### src/rtl/seq_frame_tx.sv
`default_nettype none
// ============================================================================
// Module      : seq_frame_tx
// Description : Serial frame transmitter for the 1011-sync serial bit link.
//               Accepts a parallel payload over valid/ready and emits, one bit
//               per clock: sync header (MSB first), payload (MSB first),
//               optional even-parity bit, then GAP_BITS idle zeros.
// Ports       : clk        - rising-edge clock
//               reset      - synchronous reset, active-low
//               in_data    - payload word (DATA_W bits)
//               in_valid   - in_data is valid
//               in_ready   - block can accept a payload this cycle
//               out_bit    - registered serial line
//               tx_active  - high while sync/payload/parity bits are driven
//               frame_done - one-cycle pulse with the final frame bit
// Revision    : 1.0 - initial release
// ============================================================================
module seq_frame_tx #(
  parameter int                DATA_W    = 8,
  parameter int                SYNC_W    = 4,
  parameter logic [SYNC_W-1:0] SYNC      = 4'b1011,
  parameter int                PARITY_EN = 0,
  parameter int                GAP_BITS  = 2
) (
  input  logic              clk,
  input  logic              reset,
  input  logic [DATA_W-1:0] in_data,
  input  logic              in_valid,
  output logic              in_ready,
  output logic              out_bit,
  output logic              tx_active,
  output logic              frame_done
);

  // Counter sized for the longest state; it counts down to zero so that the
  // value doubles as the sync bit index.
  localparam int C_MAX_SD = (SYNC_W > DATA_W) ? SYNC_W : DATA_W;
  localparam int C_MAX_N  = (C_MAX_SD > GAP_BITS) ? C_MAX_SD : GAP_BITS;
  localparam int C_CNT_W  = $clog2(C_MAX_N) + 1;

  localparam logic [C_CNT_W-1:0] C_SYNC_LAST = C_CNT_W'(SYNC_W - 1);
  localparam logic [C_CNT_W-1:0] C_DATA_LAST = C_CNT_W'(DATA_W - 1);
  localparam logic [C_CNT_W-1:0] C_GAP_LAST  = C_CNT_W'((GAP_BITS > 0) ? (GAP_BITS - 1) : 0);
  localparam logic [C_CNT_W-1:0] C_ONE       = C_CNT_W'(1);

  typedef enum logic [2:0] {
    ST_IDLE = 3'd0,
    ST_SYNC = 3'd1,
    ST_DATA = 3'd2,
    ST_PAR  = 3'd3,
    ST_GAP  = 3'd4
  } state_t;

  // The state that carries the last bit of a frame, given which optional
  // states are present.
  localparam state_t C_LAST_ST = (GAP_BITS > 0)  ? ST_GAP :
                                 (PARITY_EN != 0) ? ST_PAR : ST_DATA;

  state_t              state_q, state_d;
  logic [C_CNT_W-1:0]  cnt_q, cnt_d;
  logic [DATA_W-1:0]   shreg_q, shreg_d;
  logic                par_q, par_d;
  logic                out_bit_q, out_bit_d;
  logic                tx_active_q, tx_active_d;
  logic                frame_done_q, frame_done_d;

  logic [C_CNT_W-1:0]  cnt_dec;
  logic [SYNC_W-1:0]   sync_sh;

  assign cnt_dec = cnt_q - C_ONE;
  // Sync bit for the next counter value, picked out by shifting the pattern.
  assign sync_sh = SYNC >> cnt_dec;

  assign in_ready   = (state_q == ST_IDLE) && reset;
  assign out_bit    = out_bit_q;
  assign tx_active  = tx_active_q;
  assign frame_done = frame_done_q;

  // Next-state logic. out_bit_d is the bit that will be on the line during
  // the state being entered, so the registered output lines up with state_q.
  always_comb begin
    state_d   = state_q;
    cnt_d     = cnt_q;
    shreg_d   = shreg_q;
    par_d     = par_q;
    out_bit_d = 1'b0;

    case (state_q)
      ST_IDLE: begin
        if (in_valid) begin
          state_d   = ST_SYNC;
          cnt_d     = C_SYNC_LAST;
          out_bit_d = SYNC[SYNC_W-1];
          shreg_d   = in_data;
          par_d     = ^in_data;
        end
      end

      ST_SYNC: begin
        if (cnt_q != '0) begin
          cnt_d     = cnt_dec;
          out_bit_d = sync_sh[0];
        end else begin
          state_d   = ST_DATA;
          cnt_d     = C_DATA_LAST;
          out_bit_d = shreg_q[DATA_W-1];
          shreg_d   = shreg_q << 1;
        end
      end

      ST_DATA: begin
        if (cnt_q != '0) begin
          cnt_d     = cnt_dec;
          out_bit_d = shreg_q[DATA_W-1];
          shreg_d   = shreg_q << 1;
        end else if (PARITY_EN != 0) begin
          state_d   = ST_PAR;
          cnt_d     = '0;
          out_bit_d = par_q;
        end else if (GAP_BITS > 0) begin
          state_d   = ST_GAP;
          cnt_d     = C_GAP_LAST;
        end else begin
          state_d   = ST_IDLE;
          cnt_d     = '0;
        end
      end

      ST_PAR: begin
        if (GAP_BITS > 0) begin
          state_d = ST_GAP;
          cnt_d   = C_GAP_LAST;
        end else begin
          state_d = ST_IDLE;
          cnt_d   = '0;
        end
      end

      ST_GAP: begin
        if (cnt_q != '0) begin
          cnt_d = cnt_dec;
        end else begin
          state_d = ST_IDLE;
          cnt_d   = '0;
        end
      end

      default: begin
        state_d = ST_IDLE;
        cnt_d   = '0;
      end
    endcase
  end

  assign tx_active_d  = (state_d == ST_SYNC) || (state_d == ST_DATA) || (state_d == ST_PAR);
  assign frame_done_d = (state_d == C_LAST_ST) && (cnt_d == '0);

  always_ff @(posedge clk) begin
    if (!reset) begin
      state_q      <= ST_IDLE;
      cnt_q        <= '0;
      shreg_q      <= '0;
      par_q        <= 1'b0;
      out_bit_q    <= 1'b0;
      tx_active_q  <= 1'b0;
      frame_done_q <= 1'b0;
    end else begin
      state_q      <= state_d;
      cnt_q        <= cnt_d;
      shreg_q      <= shreg_d;
      par_q        <= par_d;
      out_bit_q    <= out_bit_d;
      tx_active_q  <= tx_active_d;
      frame_done_q <= frame_done_d;
    end
  end

endmodule
`default_nettype wire

### config.mk
export PLATFORM = sky130hd
export DESIGN_NAME = seq_frame_tx
export DESIGN_NICKNAME = d
export VERILOG_FILES = /design/src/rtl/seq_frame_tx.sv
export SDC_FILE = /design/constraint.sdc
export NUM_CORES = 1
export LEC_CHECK = 0
export BUFFER_PORTS_ARGS = -buffer_cell sky130_fd_sc_hd__buf_2
export CAP_MARGIN = 20
export CORE_MARGIN = 4
export CORE_UTILIZATION = 59
export DETAILED_ROUTE_END_ITERATION = 10
export HOLD_SLACK_MARGIN = 0.1
export PLACE_DENSITY = 0.86
export SKIP_CTS_REPAIR_TIMING = 1
export SKIP_LAST_GASP = 1
export SLEW_MARGIN = 10
export SYNTH_ARGS = -nofsm -noshare
export SYNTH_HDL_FRONTEND = slang
export SYNTH_SLANG_ARGS = --single-unit
### constraint.sdc
create_clock -name clk -period 3.5 [get_ports clk]
set_input_delay 0.175 -clock clk [delete_from_list [all_inputs] [get_ports clk]]
set_output_delay 0.175 -clock clk [all_outputs]
set_load 0.005 [all_outputs]
Word level (Yosys, flattened, before mapping):

Index checks and enable logic that the tools add are counted.

* register bits: 18
* output and inout bits: 4
* logic and storage cells: 46

* $add $sub $neg: 1
* equal/unequal tests: 11
* shift-type cells: 1
* muxes and demuxes: 18
* reduce and logical (&&, ||, !) cells: 9

Operators with widths (number)
* $mux W8: 3
* $pmux W8 S3: 1
* $pmux W4 S5: 1
* $mux W4: 4
* $pmux W3 S5: 1
* $eq A3 B2 Y1 const B: 4
* $mux W3: 4
* $eq A3 B1 Y1 const B: 2
* $eq A3 B3 Y1 const B: 2
* $ne A2 B2 Y1 const B: 3
* $logic_not A4 Y1: 1
* $reduce_and A4 Y1: 1
* $reduce_bool A4 Y1: 1
* $shr A4 B4 Y1 const A: 1
* $sub A4 B1 Y4 const B: 1
* $logic_not A3 Y1: 1
* $mux W1: 3
* $pmux W1 S3: 1
* $reduce_bool A3 Y1: 1
* $logic_and A1 B1 Y1: 2
* $logic_or A1 B1 Y1: 2

Logic depth before layout (Yosys ltp):

Gate-level depths: netlist of the first run.

* depth after elaboration: 6
* gate-level depth with buffers: 9
* gate-level depth less buffers: 7

Worst setup path before layout of the first run:

Ideal clock, no wire load.

* path type: reg-to-reg
* from: register cnt_q[0]
* to: register shreg_q[7]
* arrival: 1.994 ns
* data required time: 3.421 ns
* setup slack: 1.426 ns
* stages on the path, launching flop included: 10
* path buffers: 2
* clock period less this slack: 2.074 ns
* cells stage by stage: dfxtp_1 > inv_1 > ha_1 > buf_4 > or3b_4 > or3_4 > a21oi_4 > buf_6 > nor2_1 > a211oi_2

* cells in the longest elaborated chain, start to end: 3

Ends and longest elaborated chain
* from (decl): RTL line 60 `logic [C_CNT_W-1:0] cnt_q, cnt_d;`
* from (signal assigned): RTL line 169 `cnt_q <= cnt_d;`
* $reduce_bool A4 Y1 *: RTL line 100, 112
* $ne A2 B2 Y1 (no line)
* $reduce_and A4 Y1 (no line) *
* to (signal assigned): RTL line 170 `shreg_q <= shreg_d;`
* to (decl): RTL line 61 `logic [DATA_W-1:0] shreg_q, shreg_d;`

Mark *: on every way between the ends. The rest lies on a longest branch, timed or not.
A chain may end at the register's enable or synchronous reset.

Worst setup path in the final report of the first run:

* from: register cnt_q[0]
* to: register shreg_q[0]

The elaborated chain is that of the path after synthesis.

==> results.cfg, run 1 <==
[status]
outcome = finished clean

[setup_path]
worst_path_max_delay_cell = or3b_4
worstPathMaxFanout = 15
path_class = reg -> reg
r2r_cells = 7
cp_cell_sequence = inv_1, ha_1, or3b_4, or3_4, a21oi_4, mux2i_1, nor2_1
cp-startpoint = cnt_q[0]
reg2reg_to = shreg_q[0]
required_ns = 3.68
r2r-start = cnt_q[0]
crit_path_max_incr_delay_ns = 0.44
critPathBufInv = 1
endpoint_kind = register
cpLargestDelayFamily = simple AND/OR/NAND/NOR gates
r2r_slack_ns = 1.09
startpoint_type = register
cp.arrival_ns = 2.60

[synth]
ys_top_cells_by_area = dfxtp_1 34%, mux2i_1 8.6%, nor2_1 7.1%
seq_area_frac_synth_pct = 34.24
synthTopCellsByCount = 20 x nor2_1, 18 x dfxtp_1, 9 x mux2i_1, 7 x a211oi_1
synth_nets = 133
synth_cell_type_count = 43
yosysWarnings = 0
avgSynthCellArea_um2 = 8.696
synth_area_leader_cell = dfxtp_1
synth_edf_count = 0
synth_top_area_share_pct = 34.24
synth_most_common_cell = nor2_1
synthArstFlopShare_pct = 0
ys.flop_type = dfxtp_1
synthCells = 121
synth_seq_cells = 18
synthesis.area_um2 = 1052

[detailed_routing]
drt_pass1_iterations = 4
drcViolationCount = 0
wl_per_cell_um = 14.52
vias_per_cell = 6.110
vias = 947
antenna_left = 0
first_iter_violations = 28
drt-total-wl_um = 2250

[power_and_ir_drop]
power_switching_mw = 0.2514
p_comb_share_pct = 38.6
p_int_mw = 0.4286
total_leakage_power_nw = 0.4701
finalPower_mw = 0.6800
power_density_nw_per_um2 = 597.2
pwr-share-clk_pct = 19.2
peakVddDrop_mv = 0.3703
p_sw_share_pct = 36.97
seq_power_share_pct = 42.2

[floorplan]
coreArea_um2 = 1594
start_util_pct = 66.01
die_area_um2 = 2523
pin_count = 15
dieWidth_um = 50.23
core.rowCount = 14
die_h_um = 50.23

[timing]
setup_viol = 0
tns_ns = 0
period_share_pct = 68.89
rsz0062_at_grt = false
fmax_ghz = 0.4148
slew_violations = 0
skew_ns = 0.007896
postLayoutSetupSlackWorst_ns = 1.089
tightest_slew_ns = 0.5809
fin_crit_ns = 2.411
maxSlewHeadroom_pct = 61.22
finalHoldViolCount = 0

[placement]
portBuffers = 14
hpwl_um = 1630
pre_cts_ws_ns = 1.118
place.gp.congestion = 0.9218

[global_routing]
grt_pass1_wl_um = 3870
antenna_found_initial = 0
globalRouteOverflowTotal = 0
grt_pass1_vias = 923
grt_max_degree = 16
gr-usage-all-layers_pct = 19.58

[cells_and_area]
nets = 144
regArea_um2 = 360.3
drive_above_1_share_pct = 19.85
insertedDiodeCount = 0
nFillCells = 130
finish.utilization_pct = 71.43
area_delta_synth_final_pct = 8.204
multi_input_area_um2 = 626.9

[cts]
cts_tree = done
clock_sinks = 18
root_buffer = clkbuf_4
cts_made_buffers = 3
clk_path_buf_depth = 2
clock_latency_ns = 0.30
htreeDepth = 1
clk_pin_slew_worst_paths_ns = 0.11

[job]
cap_violations = 0

[hold_path]
hold_end = cnt_q[1]
min_path_type = in -> reg
hold-path-cell-count = 2
hold_path.startpoint = reset
[per-stage QoR]
stage / hold WS (ns) / cells / instance area [µm²]
finish: 0.1525 / 155 / 1139
global route: 0.1503 / 155 / 1139
CTS: 0.1488 / 155 / 1139
detailed placement: 0.4502 / 151 / 1102
global placement: 0.4485 / 151 / 1102
floorplan: 0.2967 / 121 / 1052
[power groups by stage]
stage / Combinational (mW) / Sequential [mW] / Clock [mW]
3_3_place_gp: 0.252 / 0.288 / 0
5_1_grt: 0.293 / 0.294 / 0.140
4_1_cts: 0.263 / 0.286 / 0.130
2_1_floorplan: 0.240 / 0.271 / 0
3_5_place_dp: 0.261 / 0.291 / 0
6_report: 0.263 / 0.287 / 0.131
[flip-flops by register name, indices dropped and copies added (netlist names)]
signal and count:
shreg_q 8, tx_active 1, cnt_q 4, frame_done 1, out_bit 1, state_q 3
[kinds of logic (layout without fill, tap and decap cells)]
| kind of cell | after synthesis | count (layout) | synth area share (%) |
|---|---|---|---|
| xor+xnor | 1 | 1 | 0.8325 |
| fa+ha+maj | 1 | 1 | 1.189 |
| mux | 10 | 10 | 9.632 |
| flops | 18 | 18 | 34.25 |
| buf+inv | 12 | 22 | 6.182 |
| simple gates | 45 | 45 | 22.71 |
| compound gates | 34 | 34 | 25.21 |
[layout make-up]
class | count | share of cell area [%]
clock buffer | 4 | 3.187
inverter | 4 | 1.319
multi-input combinational | 91 | 55.06
sequential | 18 | 31.65
tap | 24 | 2.637
timing repair buffer | 14 | 6.154
[how the worst max path moves through the flow]
stage / endpoint / slack, ns / cells past startpoint
finish: shreg_q[0] / 1.09 / 7
global route: shreg_q[2] / 0.95 / 7
CTS: shreg_q[0] / 1.11 / 7
detailed placement: shreg_q[0] / 1.12 / 7
global placement: shreg_q[0] / 1.21 / 7
floorplan: shreg_q[7] / 1.43 / 9
[cell usage in the layout, fill, tap and decap left out, drive strengths merged, types with 2 or more instances in the layout]
| cell type | Yosys | routed |
|---|---|---|
| and2 | 2 | 2 |
| inv | 4 | 4 |
| a21oi | 5 | 5 |
| nor2 | 20 | 20 |
| mux2i | 9 | 9 |
| a211oi | 10 | 10 |
| nand2b | 5 | 5 |
| o211ai | 2 | 2 |
| or3 | 2 | 2 |
| nor2b | 4 | 4 |
| nand2 | 5 | 5 |
| a32oi | 2 | 2 |
| buf | 5 | 14 |
| clkbuf | 3 | 4 |
| dfxtp | 18 | 18 |
| o21ai | 6 | 6 |
[routing by layer]
metal  routed length, µm  track usage (%)  vias up
met5                   0                0        -
li1                    -                -      454
met1                 947            21.58      454
met4                  51            12.44        0
met2                1122            34.57       30
met3                 128            3.254        9
Note: power is estimated with default switching activity, not from simulation.
==> run 2: changes to the inputs <==
--- a/config.mk
+++ b/config.mk
@@ -8,10 +8,10 @@
 export BUFFER_PORTS_ARGS = -buffer_cell sky130_fd_sc_hd__buf_2
 export CAP_MARGIN = 20
 export CORE_MARGIN = 4
-export CORE_UTILIZATION = 59
+export CORE_UTILIZATION = 55
 export DETAILED_ROUTE_END_ITERATION = 10
 export HOLD_SLACK_MARGIN = 0.1
-export PLACE_DENSITY = 0.86
+export PLACE_DENSITY = 0.81
 export SKIP_CTS_REPAIR_TIMING = 1
 export SKIP_LAST_GASP = 1
 export SLEW_MARGIN = 10
==> constraint.sdc (replaced) <==
create_clock -name clk -period 2.5 [get_ports clk]
set_input_delay 0.125 -clock clk [delete_from_list [all_inputs] [get_ports clk]]
set_output_delay 0.125 -clock clk [all_outputs]
set_load 0.005 [all_outputs]
==> results.cfg, run 2 (synthesized netlist as in run 1, its figures left out) <==
[status]
outcome = finished clean

[timing]
skew_ns = 0.0009049
tns_ns = 0
rsz0062_at_grt = false
fin_crit_ns = 2.321
finalHoldViolCount = 0
tightest_slew_ns = 0.5580
fmax_ghz = 0.4308
setup_viol = 0
period_share_pct = 92.85
slew_violations = 0
maxSlewHeadroom_pct = 62.75

[cells_and_area]
nets = 148
drive_above_1_share_pct = 21.48
top_regs = shreg_q (8), cnt_q (4), state_q (3)
largest_register_ffs = 8
insertedDiodeCount = 0
final_cell_mix = 20 x nor2_1, 18 x dfxtp_1, 14 x buf_2
finish.utilization_pct = 67.16
layout_commonest_cell = nor2_1
largest-register = shreg_q
area_delta_synth_final_pct = 12.60

[setup_path]
reg2reg_to = shreg_q[0]
cp-startpoint = cnt_q[0]
path_class = reg -> reg
cp.arrival_ns = 2.51
r2r_slack_ns = 0.18
r2r_cells = 8
required_ns = 2.68
startpoint_type = register
worstPathMaxFanout = 14
r2r-start = cnt_q[0]
endpoint_kind = register

[floorplan]
start_util_pct = 59.65
die_area_um2 = 2677
core.rowCount = 15
die_h_um = 51.74
coreArea_um2 = 1764
pin_count = 15
dieWidth_um = 51.74

[detailed_routing]
vias = 936
vias_per_cell = 5.850
drt-total-wl_um = 2236
antenna_left = 0
wl_per_cell_um = 13.98
drcViolationCount = 0
drt_pass1_iterations = 4
first_iter_violations = 22

[cts]
clk_pin_slew_worst_paths_ns = 0.10
cts_tree = done
clk_path_buf_depth = 2
htreeDepth = 1
cts_made_buffers = 3
clock_sinks = 18
root_buffer = clkbuf_4
clock_latency_ns = 0.29

[hold_path]
hold_end = shreg_q[4]
hold-path-cell-count = 3
min_path_type = in -> reg
hold_path.startpoint = in_data[4]

[placement]
portBuffers = 14
hpwl_um = 1629
place.gp.congestion = 0.9198

[power_and_ir_drop]
power_density_nw_per_um2 = 840.1
power_switching_mw = 0.3582
peakVddDrop_mv = 0.4594
total_leakage_power_nw = 0.4933
seq_power_share_pct = 40.4
p_comb_share_pct = 41.6
p_sw_share_pct = 35.99
pwr-share-clk_pct = 18.1
p_int_mw = 0.6372

[global_routing]
antenna_found_initial = 0
grt_pass1_vias = 841
grt_pass1_wl_um = 3981
grt_max_degree = 16
globalRouteOverflowTotal = 0
gr-usage-all-layers_pct = 20.02

[job]
cap_violations = 0
## run 2: stage by stage
stage	total power, mW	hold WS [ns]	setup slack, ns	instances	area [µm²]
finish	0.9954	0.1536	0.1787	160	1185
global route	1.078	0.1631	0.02487	160	1185
CTS	0.9610	0.08839	0.08622	157	1147
detailed placement	0.7813	0.4015	0.1056	153	1111
global placement	0.7619	0.3991	0.2094	153	1111
floorplan	0.7149	0.2467	0.4264	121	1052
## run 2: area by class of cell
cell class,instances,area [µm²]
Clock buffer,4,36.28
Inverter,4,15.01
Multi-Input combinational cell,91,626.9
Sequential cell,18,360.3
Timing Repair Buffer,18,115.1
Tap cell,25,31.28
Fill cell,177,579.3
## run 2: worst max-delay path by stage
stage | slack, ns | end
finish | 0.18 | shreg_q[0]
global route | 0.02 | shreg_q[2]
CTS | 0.09 | shreg_q[2]
detailed placement | 0.11 | shreg_q[0]
global placement | 0.21 | shreg_q[0]
floorplan | 0.43 | shreg_q[7]
## run 2: power by group through the flow
stage | clock, mW | sequential, mW | combinational, mW
floorplan | 0 | 0.379 | 0.336
CTS | 0.183 | 0.401 | 0.377
detailed placement | 0 | 0.408 | 0.373
global route | 0.201 | 0.412 | 0.465
global placement | 0 | 0.403 | 0.359
finish | 0.180 | 0.402 | 0.414
## run 2: worst max-delay path, stage by stage (launching register included)
cell     delay, ns
dfxtp_1       0.38
inv_1         0.15
ha_1          0.32
or3b_4        0.44
or3_4         0.35
a21oi_4       0.17
buf_12        0.15
mux2i_1       0.18
nor2_1        0.05
## run 2: metal layers
metal  global-route usage [%]  wire, µm  vias up
met3                    3.438        94        7
met4                    10.92        69        0
li1                         -         -      468
met2                    32.20      1054       30
met5                        0         0        -
met1                    25.22      1018      431
